**config.mk**
```make
export PLATFORM = sky130hd
export DESIGN_NAME = display_arbiter
export DESIGN_NICKNAME = d
export VERILOG_FILES = /design/src/rtl/display_arbiter.sv
export SDC_FILE = /design/constraint.sdc
export NUM_CORES = 1
export LEC_CHECK = 0
export ABC_AREA = 1
export CORE_UTILIZATION = 30
export DETAILED_ROUTE_END_ITERATION = 8
export PLACE_DENSITY = 0.44
export SYNTH_ARGS = -nofsm -noshare
export SYNTH_HDL_FRONTEND = slang
export SYNTH_SLANG_ARGS = --single-unit
```
**constraint.sdc**
```tcl
create_clock -name clk -period 3.1 [get_ports clk]
set_input_delay 0.31 -clock clk [delete_from_list [all_inputs] [get_ports clk]]
set_output_delay 0.31 -clock clk [all_outputs]
set_load 0.02 [all_outputs]
```
**src/rtl/display_arbiter.sv**
```systemverilog
// rtl/display_arbiter.sv - selects what the shared 7-segment display shows: time, volume, track or paused blink.
module display_arbiter #(
  parameter int CLOCK_FREQ   = 100,
  parameter int HOLD_SECONDS = 5,
  parameter int HOLD_CYCLES  = CLOCK_FREQ * HOLD_SECONDS,
  parameter int BLINK_CYCLES = CLOCK_FREQ / 2
) (
  input  logic       clk,
  input  logic       reset,
  input  logic       req_volume,
  input  logic       req_track,
  input  logic       paused,
  input  logic       force_time,
  output logic [1:0] display_select,
  output logic       blank,
  output logic       overlay_active
);

  localparam logic [1:0] ST_TIME   = 2'd0;
  localparam logic [1:0] ST_VOLUME = 2'd1;
  localparam logic [1:0] ST_TRACK  = 2'd2;
  localparam logic [1:0] ST_PAUSE  = 2'd3;

  localparam logic [27:0] HOLD_LAST  = 28'(HOLD_CYCLES - 1);
  localparam logic [27:0] BLINK_LAST = 28'(BLINK_CYCLES - 1);

  logic [1:0]  state, state_n;
  logic [27:0] hold_cnt, hold_n;
  logic [27:0] blink_cnt, blink_n;
  logic        pending_vol, pend_n;
  logic        blank_n;
  logic        overlay_q;
  logic [1:0]  base;
  logic        in_overlay;
  logic        hold_done;
  logic        pend_eff;

  always_comb begin
    base       = paused ? ST_PAUSE : ST_TIME;
    in_overlay = (state == ST_VOLUME) || (state == ST_TRACK);
    hold_done  = (hold_cnt == HOLD_LAST);
    pend_eff   = pending_vol | req_volume;
    state_n    = state;
    hold_n     = hold_cnt;
    pend_n     = pending_vol;

    if (req_track) begin
      state_n = ST_TRACK;
      hold_n  = '0;
      pend_n  = pend_eff;
    end else if (req_volume && state != ST_TRACK) begin
      state_n = ST_VOLUME;
      hold_n  = '0;
    end else if (force_time && !req_volume && in_overlay) begin
      state_n = base;
      hold_n  = '0;
      pend_n  = 1'b0;
    end else begin
      case (state)
        ST_VOLUME: begin
          if (hold_done) begin
            state_n = base;
            hold_n  = '0;
          end else begin
            hold_n = hold_cnt + 28'd1;
          end
        end
        // A volume request queued behind track still lets track run its full window.
        ST_TRACK: begin
          if (hold_done) begin
            state_n = pend_eff ? ST_VOLUME : base;
            hold_n  = '0;
            pend_n  = 1'b0;
          end else begin
            hold_n = hold_cnt + 28'd1;
            pend_n = pend_eff;
          end
        end
        default: state_n = base;
      endcase
    end
  end

  always_comb begin
    blink_n = '0;
    blank_n = 1'b0;
    if (state_n == ST_PAUSE && state == ST_PAUSE) begin
      if (blink_cnt == BLINK_LAST) begin
        blank_n = ~blank;
      end else begin
        blink_n = blink_cnt + 28'd1;
        blank_n = blank;
      end
    end
  end

  always_ff @(posedge clk or posedge reset) begin
    if (reset) begin
      state       <= ST_TIME;
      hold_cnt    <= '0;
      blink_cnt   <= '0;
      pending_vol <= 1'b0;
      blank       <= 1'b0;
      overlay_q   <= 1'b0;
    end else begin
      state       <= state_n;
      hold_cnt    <= hold_n;
      blink_cnt   <= blink_n;
      pending_vol <= pend_n;
      blank       <= blank_n;
      overlay_q   <= (state_n == ST_VOLUME) || (state_n == ST_TRACK);
    end
  end

  assign display_select = state;
  assign overlay_active = overlay_q;

endmodule
```
---- Word-level counts from Yosys, hierarchy flattened ----
Cells that the tools add are included.
cells by class
  equality and inequality tests ........... 11
  add/sub/neg operators ................... 2
  reductions and logical operators ........ 11
  mux-type cells .......................... 22
  bitwise gates (word level) .............. 2
operator list
  kind                                                   number
  2-to-1 mux 28 bit                                      7
  adder 28 x 1 -> 28 bit, second input constant          2
  equality test 28 x 6 -> 1 bit, second input constant   1
  equality test 28 x 9 -> 1 bit, second input constant   1
  2-to-1 mux 2 bit                                       7
  equality test 2 bit, second input constant             4
  2-to-1 mux 1 bit                                       7
  equality test 2 x 1 -> 1 bit, second input constant    2
  logical AND 1 bit                                      4
  inequality test 2 bit, second input constant           2
  one-hot mux 2 bit (2 select lines)                     1
  nonzero test 4 bit                                     1
  nonzero test 3 bit                                     1
  logical OR 1 bit                                       2
  inequality test 2 x 1 -> 1 bit, second input constant  1
  AND reduction 2 bit                                    1
  OR reduction 2 bit                                     1
  logical NOT 1 bit                                      1
  inverter 1 bit                                         1
  OR 1 bit                                               1
word-level totals
  register bits after elaboration ......... 61
  word-level logic and storage cells ...... 54
  input bits .............................. 6
  output and inout bits ................... 4

---- Longest topological paths before layout ----
Gate-level depths: netlist (run 1).
  word-level depth ........................ 10
  mapped depth ............................ 19
  gate-level depth less buffers ........... 19

---- Least setup slack after synthesis (run 1) ----
OpenSTA, ideal clock, no wires.
  path kind ............................... reg2reg
  from .................................... reg state[0] (netlist: display_select[0])
  to ...................................... reg blink_cnt[11]
  stages on the path, launching flop included .. 16
  setup time .............................. 132 ps
  period minus slack after synthesis ...... 2366 ps
  required time ........................... 2968 ps
  buffers on the path ..................... 2
  arrival time ............................ 2235 ps
  setup slack ............................. 734 ps
  path through ............................ dfrtp_1 -> inv_1 -> ha_1 -> inv_1 -> nand3_1 -> nand2_1 -> a21oi_1 -> nand2_1 -> nand2_1 -> nand2_1 -> nand2_1 -> ha_1 -> nand2_1 -> clkbuf_1 -> buf_1 -> nor2_1
between the ends
  longest elaborated chain between the ends .. 9
  elaborated cells between the ends (all ways) .. 16
  those cells by class .................... eq/ne (5); mux (7); reduce/logical (4)
ends and longest elaborated chain
  what                                                         RTL line  source
  from (decl)                                                  27        logic [1:0] state, state_n;
  from (signal assigned)                                       106       state <= state_n;
  branches (longest 4 deep; another with equality test 2 bit)  -
  2-to-1 mux 2 bit *                                           51        end else if (req_volume && state != ST_TRACK) begin
  2-to-1 mux 2 bit *                                           47        if (req_track) begin
  net state_n[1]                                               27
  equality test 2 bit *                                        87        if (state_n == ST_PAUSE && state == ST_PAUSE) begin
  logical AND 1 bit *                                          87
  2-to-1 mux 28 bit *                                          87
  net blink_n[11]                                              29        logic [27:0] blink_cnt, blink_n;
  to (signal assigned)                                         108       blink_cnt <= blink_n;
  to (decl)                                                    29
Mark *: on every way through the listed nets, which the timed path passes.
A chain may end at the register's enable or synchronous reset.

---- Final worst setup path (run 1) ----
  from .................................... reg state[0] (netlist: display_select[0])
  to ...................................... reg blink_cnt[2]
Same word-level chain as after synthesis.

==> key figures, run 1 <==
Outcome
  • Run status: complete, no violations

Timing
  • Skew final: 0.0131 ns
  • Unrepaired setup endpoints after global routing: false
  • Setup violation total in the final timing report: 0
  • Final Hold Viols: 0
  • Final Max Tran Viols: 0
  • Final period utilization: ~77%
  • Slew headroom: roughly 64%
  • Post-layout min period: 2.39 ns
  • Sum Neg Setup Slack: 0 ns
  • FMAX: 418 MHz
  • Worst Tran Pin Value: 0.539 ns

Critical path
  • FF-to-FF setup slack: 0.71 ns
  • Reg2reg path depth: 15
  • Worst path top cell family by delay: simple AND/OR/NAND/NOR gates
  • Critical Path Source Type: flip-flop
  • WP data required: roughly 3.4 ns
  • Setup CP Type: flip-flop to flip-flop
  • Worst-path cell chain: inv_1 -> ha_1 -> inv_1 -> nand3_1 -> nand2_1 -> a21oi_1 -> nand3_1 -> a21oi_1 -> ha_1 -> nand2_1 -> inv_1 -> nand2_1 -> inv_1 -> nand2_1 -> nor2_1
  • Count of buffer and inverter cells on the critical path: 4
  • Critical Path AT: 2.67 ns
  • Critical path peak fanout: 8
  • R2R Path End: blink_cnt[2]$_DFF_PP0_
  • Critical R2R Launch: display_select[0]$_DFF_PP0_
  • CP Capture Type: flip-flop
  • Crit path largest cell delay: approximately 0.43 ns
  • Slowest CP cell: dfrtp_1

Yosys
  • Count leader, synth: nand2_1
  • Post-synthesis async set-or-reset flop share: between 90% and 100%
  • Synth warn: 0
  • Synthesized net count: 515
  • Post-Syn Instances: between 500 and 600
  • Post-synth top area share: between 40% and 50%
  • Synth top area cells: dfrtp_1 (40%), nand2_1 (12%), inv_1 (6.6%)
  • Yosys reg bits: 61
  • Cell area after synthesis: 0.00377 mm²
  • Post-synthesis cell type count: 37
  • Top_reg_cell synth: dfrtp_1
  • Mean Syn Cell Area: about 7.5 µm²
  • Sequential share of the synthesized area: 40.5%
  • Top cells by count, synth: nand2_1 (120), inv_1 (66), nor2_1 (65)
  • Top cell type by total area after synthesis: dfrtp_1
  • EDFF count, synth: 0

Pwr
  • Internal power component: 1500 µW
  • Combinational share of power: 15.7%
  • Switching Share: 30.9%
  • Switching pwr: 668 µW
  • Share of power burned in registers: between 40% and 50%
  • Power per cell area: 499 mW/mm²
  • Clk pwr share: 44.2%
  • Max VDD drop: 0.242 mV
  • Pleak: 0.00188 µW

Global routing
  • Global-route wire length before repair: 15.5 mm
  • Initial antenna violation count: 0
  • Vias in the first global route: between 3000 and 4000
  • Largest net degree at the start of global routing: 62
  • Total GRT Usage: 15.4%
  • GRT overflow: 0

CTS
  • Post-cts sizing count: 0
  • Num CTS Buffers: 9
  • CTS tree: yes
  • CTS sink cnt: 61
  • Max clock buf depth: 2
  • CTS clk-pin slew, worst paths: roughly 0.060 ns
  • CTS root buf: clkbuf_16
  • Clk_lat worst skew: around 0.34 ns
  • Post-CTS Hold Buffers: 0
  • CTS H-tree lvls: 3
  • Post-CTS Setup Bufs: 0

Place
  • Detailed Place HPWL: about 6.4 mm
  • Placed insts: slightly below 700
  • IO buf count: 9
  • Final GP Congestion: roughly 0.8
  • Placed Instance Area: ~0.0041 mm²

Final layout
  • Fin cells: a little under 700
  • P&R area growth vs syn: 14.9%
  • Area of the multi-input gates: ~0.0019 mm²
  • # nets final: 530
  • Ant. Diodes: 0
  • Fin area: roughly 0.0043 mm²
  • Fill cell count: ~1300
  • Share of cells above drive strength 1: 11.9%
  • Register area: 0.00153 mm²

Routing
  • Routed WL per cell: between 10 and 15 µm
  • DRC: 0
  • Antenna Nets Post-Route: 0
  • Vias: 3129
  • TritonRoute pass-1 iters: 4
  • Routed vias/inst: 4.53
  • Drt first-iter violations: 163
  • Post-Route WL: 8.84 mm

Die
  • Effective utilization at floorplan: 31.1%
  • Full die area: 0.0130 mm²
  • I/O pin cnt: 10
  • Die X: ~110 µm
  • Die Ht: 114 µm
  • Core area: 0.0121 mm²
  • FP Rows: 40

Flow run
  • MaxCap Viol Count: 0

Hold path
  • Worst hold path class: input port to asynchronous set/reset pin
## worst register-to-register path: cells and delay by family (launching register included)
| family | cells | cell delay [ns] |
|---|---|---|
| compound gates | 2 | 0.32 |
| fa+ha+maj | 2 | 0.45 |
| buf+inv | 4 | 0.41 |
| flops | 1 | 0.43 |
| simple gates | 7 | 0.72 |
## layout by cell type, fill, tap and decap left out, types with 3 or more instances in the layout
cell	synthesis	layout
nand2_1	120	120
inv_1	66	65
nor2_1	65	65
dfrtp_1	61	61
xor2_1	21	21
nor3_1	20	20
nand3_1	18	18
a21oi_1	16	16
nand4_1	12	12
o21ai_0	10	10
o21ai_1	10	10
o22ai_1	10	10
inv_2	8	9
nand2_2	9	9
clkbuf_16	0	9
clkdlybuf4s50_1	0	9
ha_1	7	7
nor3_2	6	6
nor2_2	6	6
nand3_2	4	4
nor2_4	4	4
xnor2_1	4	4
nor4_1	3	3
inv_6	0	3
## routing by layer
layer  vias up  global-route usage [%]  wire length (µm)
met4         0                    5.37                74
met5         -                       0                 0
met2        29                    27.1              4500
met1      1466                    18.3              4010
li1       1628                       -                 -
met3         6                    3.81               240
## power by group through the flow
stage          Combinational [µW]  Clock (µW)  Sequential, µW
6_report                      340         955             868
5_1_grt                       389        1020             872
4_1_cts                       349         980             869
3_5_place_dp                  348           0             883
3_3_place_gp                  350           0             883
2_1_floorplan                 234           0             892
## final cells by class
class / count / area share [%]
clock buffers: 9 / 5.20
flip-flops and latches: 61 / 35.2
multi-input cells: 358 / 44.1
clock inverters: 7 / 1.30
well taps: 168 / 4.85
repair buffers: 12 / 2.89
inverters: 75 / 6.50
## metrics by stage
stage	worst slack [ns]	utilization, %	hold WS (ns)	total power (µW)
finish	0.708	35.8	0.350	2160
global route	0.355	35.8	0.409	2280
CTS	0.653	35.8	0.371	2200
detailed placement	0.633	33.5	0.516	1230
global placement	0.703	33.5	0.509	1230
floorplan	0.734	-	0.388	1130
## worst max-delay path by stage
stage	start	to	cells after the start
floorplan	display_select[0]$_DFF_PP0_	blink_cnt[11]$_DFF_PP0_	15
detailed placement	req_volume	blink_cnt[2]$_DFF_PP0_	14
finish	display_select[0]$_DFF_PP0_	blink_cnt[2]$_DFF_PP0_	15
global route	hold_cnt[6]$_DFFE_PP0P_	blink_cnt[17]$_DFF_PP0_	15
CTS	hold_cnt[4]$_DFFE_PP0P_	blink_cnt[2]$_DFF_PP0_	15
global placement	req_volume	blink_cnt[23]$_DFF_PP0_	14
## logic make-up after synthesis
group / count (synthesis) / share of synthesized area [%]
AND/OR/NAND/NOR: 273 / 34.6
buffers and inverters: 83 / 8.89
flip-flops: 61 / 40.5
AO/OA/AOI/OAI: 53 / 7.86
XOR/XNOR: 25 / 5.81
adder cells (fa/ha/maj): 7 / 2.32
## state kept, by name, indices dropped and copies added, names as in the netlist
signal	flops
hold_cnt	28
pending_vol	1
overlay_active	1
blank	1
display_select	2
blink_cnt	28
(Power assumes the default switching activity.)
==> run 2: changes to the inputs <==
Clock period 3.1 ns to 2.3 ns, I/O delays scaled along.
==> run 2 against run 1 <==
Against the previous run:
- sequential cell count unchanged
- hold slack got worse by 0.13 ns
- worst setup slack got worse by 0.53 ns
- sequential power rose by 34%
- combinational power increased by 72%
- global-route usage up 0.77 points
- first-iteration DRC count decreased by 4.9%
- clock power increased by 49%
- maximum frequency grew 13%
==> key figures, run 2 (synthesized netlist as in run 1, its figures left out) <==
Outcome
  • Run status: complete, no violations

Routing
  • Post-Route WL: 9.43 mm (+6.7%)
  • Routed WL per cell: 13.1 µm (+2.5%)
  • DRC: 0 (unchanged)
  • Routed vias/inst: 4.55 (+0.31%)
  • Drt first-iter violations: 155 (-4.9%)
  • Vias: 3266 (+4.4%)
  • TritonRoute pass-1 iters: 4 (unchanged)
  • Antenna Nets Post-Route: 0 (unchanged)

Critical path
  • Worst-path cell chain: inv_1 -> nand2_1 -> nor2_1 -> nand2_2 -> nor2_4 -> nand2_4 -> a21oi_2 -> nand3_1 -> a21oi_2 -> ha_2 -> nand2_4 -> inv_2 -> nand2_4 -> buf_6 -> nand2_2 -> nand2_2
  • Critical path peak fanout: 6 (-2)
  • WP data required: 2.54 ns (-0.83 ns)
  • Setup CP Type: flip-flop to flip-flop
  • Worst path top cell family by delay: simple AND/OR/NAND/NOR gates
  • Count of buffer and inverter cells on the critical path: 3 (-1)
  • CP Capture Type: flip-flop
  • Slowest CP cell: dfrtp_1
  • Critical Path Source Type: flip-flop
  • Critical Path AT: 2.36 ns (-0.31 ns)
  • Crit path largest cell delay: 0.37 ns (-0.06 ns)

Final layout
  • # nets final: 558 (+5.3%)
  • Fin area: 0.00467 mm² (+7.6%)
  • Commonest non-fill, non-tap cell in the layout: nand2_1
  • P&R area growth vs syn: 23.7%
  • Most frequent cells in the layout: nand2_1 (111), nor2_1 (61), dfrtp_1 (61)
  • Area of the multi-input gates: 0.00199 mm² (+4.3%)
  • Fill cell count: 1272 (-3.5%)
  • Fin cells: 718 (+4.1%)
  • Ant. Diodes: 0 (unchanged)
  • Share of cells above drive strength 1: 21.6% (+9.8 points)
  • Register area: 0.00153 mm² (unchanged)

Flow run
  • MaxCap Viol Count: 0 (unchanged)

Timing
  • Final Hold Viols: 0 (unchanged)
  • Slew headroom: 69.5% (+5.7 points)
  • Final Max Tran Viols: 0 (unchanged)
  • Worst Tran Pin Value: 0.457 ns (-0.0822 ns)
  • Post-layout min period: 2.12 ns (-0.271 ns)
  • Final period utilization: 92.2% (+15 points)
  • Setup ws final: 0.178 ns (-0.529 ns)
  • Setup violation total in the final timing report: 0 (unchanged)
  • Sum Neg Setup Slack: 0 ns (unchanged)
  • Unrepaired setup endpoints after global routing: true
  • FMAX: 471 MHz (+13%)
  • Skew final: 0.00918 ns (-0.00387 ns)

CTS
  • CTS sink cnt: 61 (unchanged)
  • CTS tree: yes
  • CTS H-tree lvls: 3 (unchanged)
  • Post-CTS Hold Buffers: 0 (unchanged)
  • Max clock buf depth: 2 (unchanged)
  • CTS clk-pin slew, worst paths: 0.06 ns (about the same)
  • CTS root buf: clkbuf_16
  • Clk_lat worst skew: 0.34 ns (about the same)
  • Num CTS Buffers: 9 (unchanged)

Global routing
  • GRT overflow: 0 (unchanged)
  • Initial antenna violation count: 0 (unchanged)
  • Largest net degree at the start of global routing: 45 (-27%)
  • Global-route wire length before repair: 16.1 mm (+4.0%)
  • Vias in the first global route: 3364 (+5.1%)
  • Total GRT Usage: 16.2% (+0.77 points)

Die
  • Die X: 114 µm (unchanged)
  • Full die area: 0.0130 mm² (unchanged)
  • Die Ht: 114 µm (unchanged)
  • FP Rows: 40 (unchanged)
  • Core area: 0.0121 mm² (unchanged)
  • I/O pin cnt: 10 (unchanged)
  • Effective utilization at floorplan: 31.1% (unchanged)

Place
  • IO buf count: 9 (unchanged)
  • Setup WS pre-CTS: 0.0754 ns (-0.558 ns)
  • Placed Instance Area: 0.00421 mm² (+3.9%)
  • Final GP Congestion: 0.805 (+2.1%)
  • Placed insts: 695 (+3.1%)
  • Detailed Place HPWL: 6.78 mm (+5.8%)

Hold path
  • Worst hold path class: input port to asynchronous set/reset pin

Pwr
  • Power per cell area: 677 mW/mm² (+36%)
  • Max VDD drop: 0.503 mV (+110%)
  • Pleak: 0.00207 µW (+10%)
[run 2: changes by cell type in the layout (fill, tap and decap cells not counted), moves of 4 or more]
cell and delta:
inv_1 -9, nand2_2 +6, inv_2 +8, nor2_1 -4
buf_4 +26, nand2_1 -9
[run 2: routing by layer]
metal / wire [µm] / part of all wire (%) / vias up / global-route usage [%]
met2: 4720 / 50 / 25 / 28.2
met5: 0 / 0 / - / 0
li1: - / - / 1690 / -
met3: 240 / 2.5 / 10 / 5.35
met4: 148 / 1.6 / 0 / 5.19
met1: 4310 / 46 / 1541 / 18.7
[run 2: worst paths after layout]
check,slack (ns),startpoint,end,cells past startpoint
worst max-delay path,0.18,hold_cnt[11]$_DFFE_PP0P_,blank$_DFFE_PP0P_,16
worst min-delay path,0.22,reset,pending_vol$_DFFE_PP0P_,2
worst max register to register,0.18,hold_cnt[11]$_DFFE_PP0P_,blank$_DFFE_PP0P_,16
worst min register to register,0.50,blink_cnt[0]$_DFF_PP0_,blink_cnt[0]$_DFF_PP0_,1
max in group asynchronous,1.48,reset,blink_cnt[13]$_DFF_PP0_,3
min in group clk,0.50,blink_cnt[0]$_DFF_PP0_,blink_cnt[0]$_DFF_PP0_,1
[run 2: layout make-up]
cell class | count | share of cell area, %
timing repair buffer | 40 | 7.35
sequential | 61 | 32.7
tap | 168 | 4.51
clock inverter | 4 | 0.965
inverter | 75 | 6.09
clock buffer | 12 | 5.71
multi-input combinational | 358 | 42.7
[run 2: what timing repair did]
action                                  CTS  global route
gates resized for setup                   0            36
setup buffers                             0             7
endpoints found under the setup margin    0            29
hold endpoints to repair                  0             0
[run 2: through the flow]
stage | total power [µW] | hold WS (ns) | utilization, %
final | 3160 | 0.219 | 38.5
after global placement | 1700 | 0.504 | 34.8
after detailed placement | 1710 | 0.503 | 34.8
after global routing | 3330 | 0.249 | 38.5
after CTS | 3150 | 0.225 | 37.3
after floorplan | 1520 | 0.308 | -
[run 2: power by group]
| group | internal (µW) | switching [µW] | leakage [µW] | total, µW |
|---|---|---|---|---|
| clock | 920 | 495 | 0.000158 | 1420 |
| sequential | 1120 | 33.5 | 0.000839 | 1160 |
| combinational | 221 | 365 | 0.00107 | 585 |
==> run 3: changes to the inputs <==
Settings changed: PLACE_DENSITY 0.44 to 0.45.
Clock period 2.3 ns to 1.75 ns, I/O delays scaled along.
==> run 3 against run 2 <==
Against the previous run:
- the flow now finishes with violations (negative setup slack)
- global-route usage up 0.59 points
- cell count increased by 7.7%
- register-to-register slack worse by 0.58 ns
- die area unchanged
- non-clock buffer count rose by 55
- combinational power up 70%
- final area rose by 12%
- clock power up 31%
- worst setup slack got worse by 0.58 ns
- via count up 7.6%
- largest power group unchanged
- highest routed layer unchanged
==> key figures, run 3 (synthesized netlist as in run 1, its figures left out) <==
Routing
  • Drt first-iter violations: 170 (+9.7%)
  • Vias: 3514 (+7.6%)
  • Routed WL per cell: 12.9 µm (-1.9%)
  • TritonRoute pass-1 iters: 4 (unchanged)
  • DRC: 0 (unchanged)
  • Post-Route WL: 9.96 mm (+5.6%)
  • Antenna Nets Post-Route: 0 (unchanged)
  • Routed vias/inst: 4.55 (about the same)

Timing
  • Final period utilization: 123% (+31 points)
  • Unrepaired setup endpoints after global routing: true
  • Final Hold Viols: 0 (unchanged)
  • Post-layout min period: 2.15 ns (+0.0301 ns)
  • Hold_ws: 0.193 ns (-0.0256 ns)
  • Setup ws final: -0.402 ns (-0.580 ns)
  • FMAX: 465 MHz (-1.4%)
  • Worst Tran Pin Value: 0.393 ns (-0.0640 ns)
  • Setup violation total in the final timing report: 44 (+44)
  • Slew headroom: 73.7% (+4.2 points)
  • Final Max Tran Viols: 0 (unchanged)
  • Skew final: 0.00810 ns (-0.00109 ns)

Place
  • Placed insts: 740 (+6.5%)
  • IO buf count: 9 (unchanged)
  • Placed Instance Area: 0.00459 mm² (+9.1%)
  • Detailed Place HPWL: 7.27 mm (+7.3%)
  • Final GP Congestion: 0.889 (+10%)

Die
  • Die Ht: 114 µm (unchanged)
  • Core area: 0.0121 mm² (unchanged)
  • Die X: 114 µm (unchanged)
  • I/O pin cnt: 10 (unchanged)
  • Effective utilization at floorplan: 31.1% (unchanged)
  • FP Rows: 40 (unchanged)
  • Full die area: 0.0130 mm² (unchanged)

Final layout
  • Fin cells: 773 (+7.7%)
  • Commonest non-fill, non-tap cell in the layout: nand2_1
  • Fin area: 0.00520 mm² (+12%)
  • Fill cell count: 1239 (-2.6%)
  • P&R area growth vs syn: 38.0%
  • Core Util, Final: 43.0% (+4.4 points)
  • Share of cells above drive strength 1: 29.9% (+8.3 points)
  • Most frequent cells in the layout: nand2_1 (113), buf_4 (73), nor2_1 (61)
  • Ant. Diodes: 0 (unchanged)
  • # nets final: 613 (+9.9%)

Pwr
  • Max VDD drop: 0.491 mV (-2.4%)
  • Pleak: 0.00237 µW (+15%)
  • Power per cell area: 841 mW/mm² (+24%)

CTS
  • CTS sink cnt: 61 (unchanged)
  • CTS root buf: clkbuf_16
  • Post-CTS Hold Buffers: 0 (unchanged)
  • Num CTS Buffers: 9 (unchanged)
  • Clk_lat worst skew: 0.34 ns (about the same)
  • CTS clk-pin slew, worst paths: 0.05 ns (about the same)
  • Max clock buf depth: 2 (unchanged)
  • CTS tree: yes
  • CTS H-tree lvls: 3 (unchanged)

Outcome
  • Failing checks: negative setup slack
  • Run status: finished, violations left

Critical path
  • Setup CP Type: flip-flop to flip-flop
  • WP data required: 2.01 ns (-0.53 ns)
  • Most frequent CP cell: nand2_4
  • Crit path largest cell delay: 0.40 ns (+0.03 ns)
  • Slowest CP cell: dfrtp_1
  • Critical path peak fanout: 6 (unchanged)
  • Worst-path cell chain: inv_2 -> nand2_1 -> nor2_2 -> nand2_2 -> nor2_4 -> nand2_4 -> a21oi_2 -> nand3_2 -> a21oi_4 -> ha_4 -> nand2_4 -> inv_2 -> nand2_4 -> buf_4 -> nor3_2
  • Critical Path Source Type: flip-flop
  • Critical Path AT: 2.41 ns (+0.05 ns)
  • CP Capture Type: flip-flop

Global routing
  • GRT overflow: 0 (unchanged)
  • Largest net degree at the start of global routing: 62 (+38%)
  • Global-route wire length before repair: 16.8 mm (+4.5%)
  • Total GRT Usage: 16.8% (+0.59 points)
  • Initial antenna violation count: 0 (unchanged)
  • Vias in the first global route: 3514 (+4.5%)

Hold path
  • Worst hold path class: input port to asynchronous set/reset pin

Flow run
  • MaxCap Viol Count: 0 (unchanged)
## run 3: cell types whose count changed in the layout (fill, tap and decap cells not counted), moves of 2 or more
| cell | previous run | this run |
|---|---|---|
| dfrtp_2 | 0 | 2 |
| buf_4 | 28 | 73 |
| buf_6 | 2 | 11 |
| ha_4 | 0 | 2 |
| dfrtp_1 | 61 | 59 |
| ha_1 | 6 | 4 |
| nand2_1 | 111 | 113 |
| nor3_1 | 19 | 17 |
| nand2_2 | 15 | 13 |
## run 3: repair_timing
item,4_1_cts,5_1_grt
endpoints found under the setup margin,43,57
resized for setup,28,18
pin swaps,13,9
setup buffers,12,7
## run 3: final timing paths
check,cells after the start,endpoint,start,slack [ns]
worst max-delay path,15,blink_cnt[5]$_DFF_PP0_,hold_cnt[14]$_DFFE_PP0P_,-0.40
worst min-delay path,3,pending_vol$_DFFE_PP0P_,reset,0.19
worst max register to register,15,blink_cnt[5]$_DFF_PP0_,hold_cnt[14]$_DFFE_PP0P_,-0.40
worst min register to register,2,blank$_DFFE_PP0P_,blank$_DFFE_PP0P_,0.51
max in group asynchronous,3,display_select[1]$_DFF_PP0_,reset,1.20
min in group clk,2,blank$_DFFE_PP0P_,blank$_DFFE_PP0P_,0.51
## run 3: routing by layer
metal | GRT usage [%] | vias to the layer above | wire length (µm)
li1 | - | 1797 | -
met1 | 19.6 | 1667 | 4490
met2 | 29.7 | 32 | 5020
met3 | 3.97 | 18 | 232
met4 | 6.58 | 0 | 214
met5 | 0 | - | 0
## run 3: worst max-delay path, delay by kind of cell (launching register included)
family	cells	cell delay, ns
AOI/OAI and AO/OA	2	0.34
adders and majority gates	1	0.16
buffers and inverters	3	0.30
DFF	1	0.40
and+or+nand+nor	9	0.86
## run 3: through the flow
step | setup TNS (ns) | total power (µW) | setup slack [ns]
floorplan | -3.38 | 2040 | -0.163
CTS | -8.89 | 4380 | -0.348
finish | -9.76 | 4370 | -0.402
global route | -15.37 | 4600 | -0.486
detailed placement | -14.41 | 2450 | -0.471
global placement | -12.96 | 2450 | -0.382
## run 3: layout make-up
class / count / area (µm²) / share of cell area (%)
Clock buffer: 12 / 267 / 5.12
Clock inverter: 4 / 45.0 / 0.866
Inverter: 75 / 284 / 5.46
Multi-Input combinational cell: 358 / 2070 / 39.7
Sequential cell: 61 / 1530 / 29.4
Tap cell: 168 / 210 / 4.04
Timing Repair Buffer: 95 / 802 / 15.4
## run 3: report_power, final
| group | leakage [µW] | total (µW) | switching [µW] | internal, µW |
|---|---|---|---|---|
| sequential | 0.000837 | 1520 | 41.7 | 1480 |
| clock | 0.000158 | 1860 | 647 | 1210 |
| combinational | 0.00138 | 996 | 551 | 445 |
==> edit (flow settings as in run 2) <==
`CLOCK_FREQ`: 100 -> 64.
--- a/src/rtl/display_arbiter.sv
+++ b/src/rtl/display_arbiter.sv
@@ -1,5 +1,5 @@
 // rtl/display_arbiter.sv - selects what the shared 7-segment display shows: time, volume, track or paused blink.
 module display_arbiter #(
-  parameter int CLOCK_FREQ   = 100,
+  parameter int CLOCK_FREQ   = 64,
   parameter int HOLD_SECONDS = 5,
   parameter int HOLD_CYCLES  = CLOCK_FREQ * HOLD_SECONDS,
Behaviour: no difference found for any inputs over 10 cycles, from zero or initial values and one cycle with reset high; that may be too few to reach the edited logic, so the function may still have changed.
==> edit against run 2 <==
- total power shrank 0.89%
- count of clock-buffer cells in the layout is the same
- utilization shrank 0.26 points
- largest cell class unchanged
- via count shrank 0.95%
- largest power group unchanged
- final area shrank 1.1%
- sequential cell count is the same
- wire length shrank 1.1%
- worst setup slack lost 0.071 ns
- combinational power shrank 14%
- area after synthesis shrank 1.5%
==> edit: results (changes against run 2) <==
<table>
<tr><th>Metric</th><th>Value</th></tr>
<tr><th colspan="2">Drt</th></tr>
<tr><td>Met1 WL</td><td>4.85 mm (+12%)</td></tr>
<tr><td>Iteration-0 DRC count of the detailed router</td><td>260 (+68%)</td></tr>
<tr><td>Wire per inst</td><td>13.4 microns (+1.9%)</td></tr>
<tr><th colspan="2">Place</th></tr>
<tr><td>Placed standard-cell area</td><td>4180 sq um (-0.83%)</td></tr>
<tr><td>Sum of net half-perimeters after detailed placement</td><td>6.73 mm (-0.64%)</td></tr>
<tr><td>Post-Place Setup Slack</td><td>0.00891 ns (-0.0665 ns)</td></tr>
<tr><td>Instance count after placement with tap cells included</td><td>678 (-2.4%)</td></tr>
<tr><th colspan="2">Finish</th></tr>
<tr><td>Non-Filler Instances</td><td>697 (-2.9%)</td></tr>
<tr><td>Fraction of final layout cells with drive strength greater than 1</td><td>16.8% (-4.8 points)</td></tr>
<tr><td>Final-layout fill cell count</td><td>1237 (-2.8%)</td></tr>
<tr><td># nets final</td><td>536 (-3.9%)</td></tr>
<tr><th colspan="2">Outcome</th></tr>
<tr><td>Run status</td><td>complete, no violations</td></tr>
<tr><th colspan="2">Synthesis</th></tr>
<tr><td>Compound-Gate Fraction of Synth Area</td><td>7.51% (-0.35 points)</td></tr>
<tr><td>Largest cells by area after synthesis</td><td>dfrtp_1 (41%), nand2_1 (11%), nor2_1 (7.3%)</td></tr>
<tr><td>Syn Area/Cell</td><td>7.66 sq um (+1.9%)</td></tr>
<tr><td>Synthesized netlist net count</td><td>497 (-3.5%)</td></tr>
<tr><td>Xor and xnor fraction of the mapped netlist area</td><td>7.31% (+1.5 points)</td></tr>
<tr><th colspan="2">GRT</th></tr>
<tr><td>GR Util All Layers</td><td>15.7% (-0.54 points)</td></tr>
<tr><td>Largest net degree at the start of global routing</td><td>43 (-4.4%)</td></tr>
<tr><td>Vias in the first global route</td><td>3187 (-5.3%)</td></tr>
<tr><td>Grt met1 use</td><td>22.0% (+3.3 points)</td></tr>
<tr><th colspan="2">Power and ir drop</th></tr>
<tr><td>Total leakage power</td><td>1.92 nW (-7.4%)</td></tr>
<tr><td>Largest vdd supply drop</td><td>0.332 mV (-34%)</td></tr>
<tr><th colspan="2">Timing</th></tr>
<tr><td>Remaining max-slew budget at the tightest pin</td><td>68.1% (-1.4 points)</td></tr>
<tr><td>Worst setup skew after layout</td><td>0.00555 ns (-0.00363 ns)</td></tr>
<tr><td>Share of the clock period used by the worst path after layout</td><td>95.3% (+3.1 points)</td></tr>
<tr><th colspan="2">Worst setup path</th></tr>
<tr><td>Setup slack on the worst flop-to-flop path</td><td>0.11 ns (-0.07 ns)</td></tr>
<tr><td>Worst Setup SP</td><td>hold_cnt[1]</td></tr>
<tr><td>End of the worst register-to-register path</td><td>blink_cnt[7]</td></tr>
</table>
edit: cell types whose count changed in the layout (fill, tap and decap cells not counted), moves of 3 or more:
cell,delta
buf_4,-7
nor2_4,+5
xnor2_1,+3
inv_2,-12
a21oi_1,-3
xor2_1,+3
nand2_2,-10
nand2_1,-4
nor3_1,-8
nor2_1,+8
nand3_1,+10
nor2_2,-6
edit: area by class of cell:
class / count / area, sq um / share of cell area, %
Multi-Input combinational cell: 357 / 1980 / 42.9
Sequential cell: 61 / 1530 / 33.1
Clock buffer: 12 / 256 / 5.56
Tap cell: 168 / 210 / 4.55
Inverter: 60 / 225 / 4.88
Clock inverter: 4 / 70.1 / 1.52
Timing Repair Buffer: 35 / 349 / 7.56
edit: critical path, cell delays in order, from the launching register on:
cell	delay, ns
dfrtp_1	0.38
ha_2	0.20
nand2_2	0.05
nor2_2	0.10
nand3_2	0.09
nor2_4	0.15
nand2_4	0.09
a21oi_2	0.12
nand3_1	0.09
a21oi_2	0.17
ha_2	0.21
nand2_4	0.11
buf_12	0.16
a211oi_2	0.19
edit: power groups by stage:
stage | Sequential (W) | Combinational [W] | Clock [W]
4_1_cts | 0.00113 | 0.000467 | 0.00153
2_1_floorplan | 0.00118 | 0.000252 | 0
3_3_place_gp | 0.00115 | 0.000472 | 0
5_1_grt | 0.00114 | 0.000563 | 0.00158
3_5_place_dp | 0.00115 | 0.000465 | 0
6_report | 0.00113 | 0.000504 | 0.00149
edit: per-stage QoR:
step | hold slack (ns) | util (%)
2_1_floorplan | 0.308 | -
3_3_place_gp | 0.491 | 34.6
3_5_place_dp | 0.496 | 34.6
4_1_cts | 0.261 | 37.3
5_1_grt | 0.305 | 38.3
6_report | 0.241 | 38.3
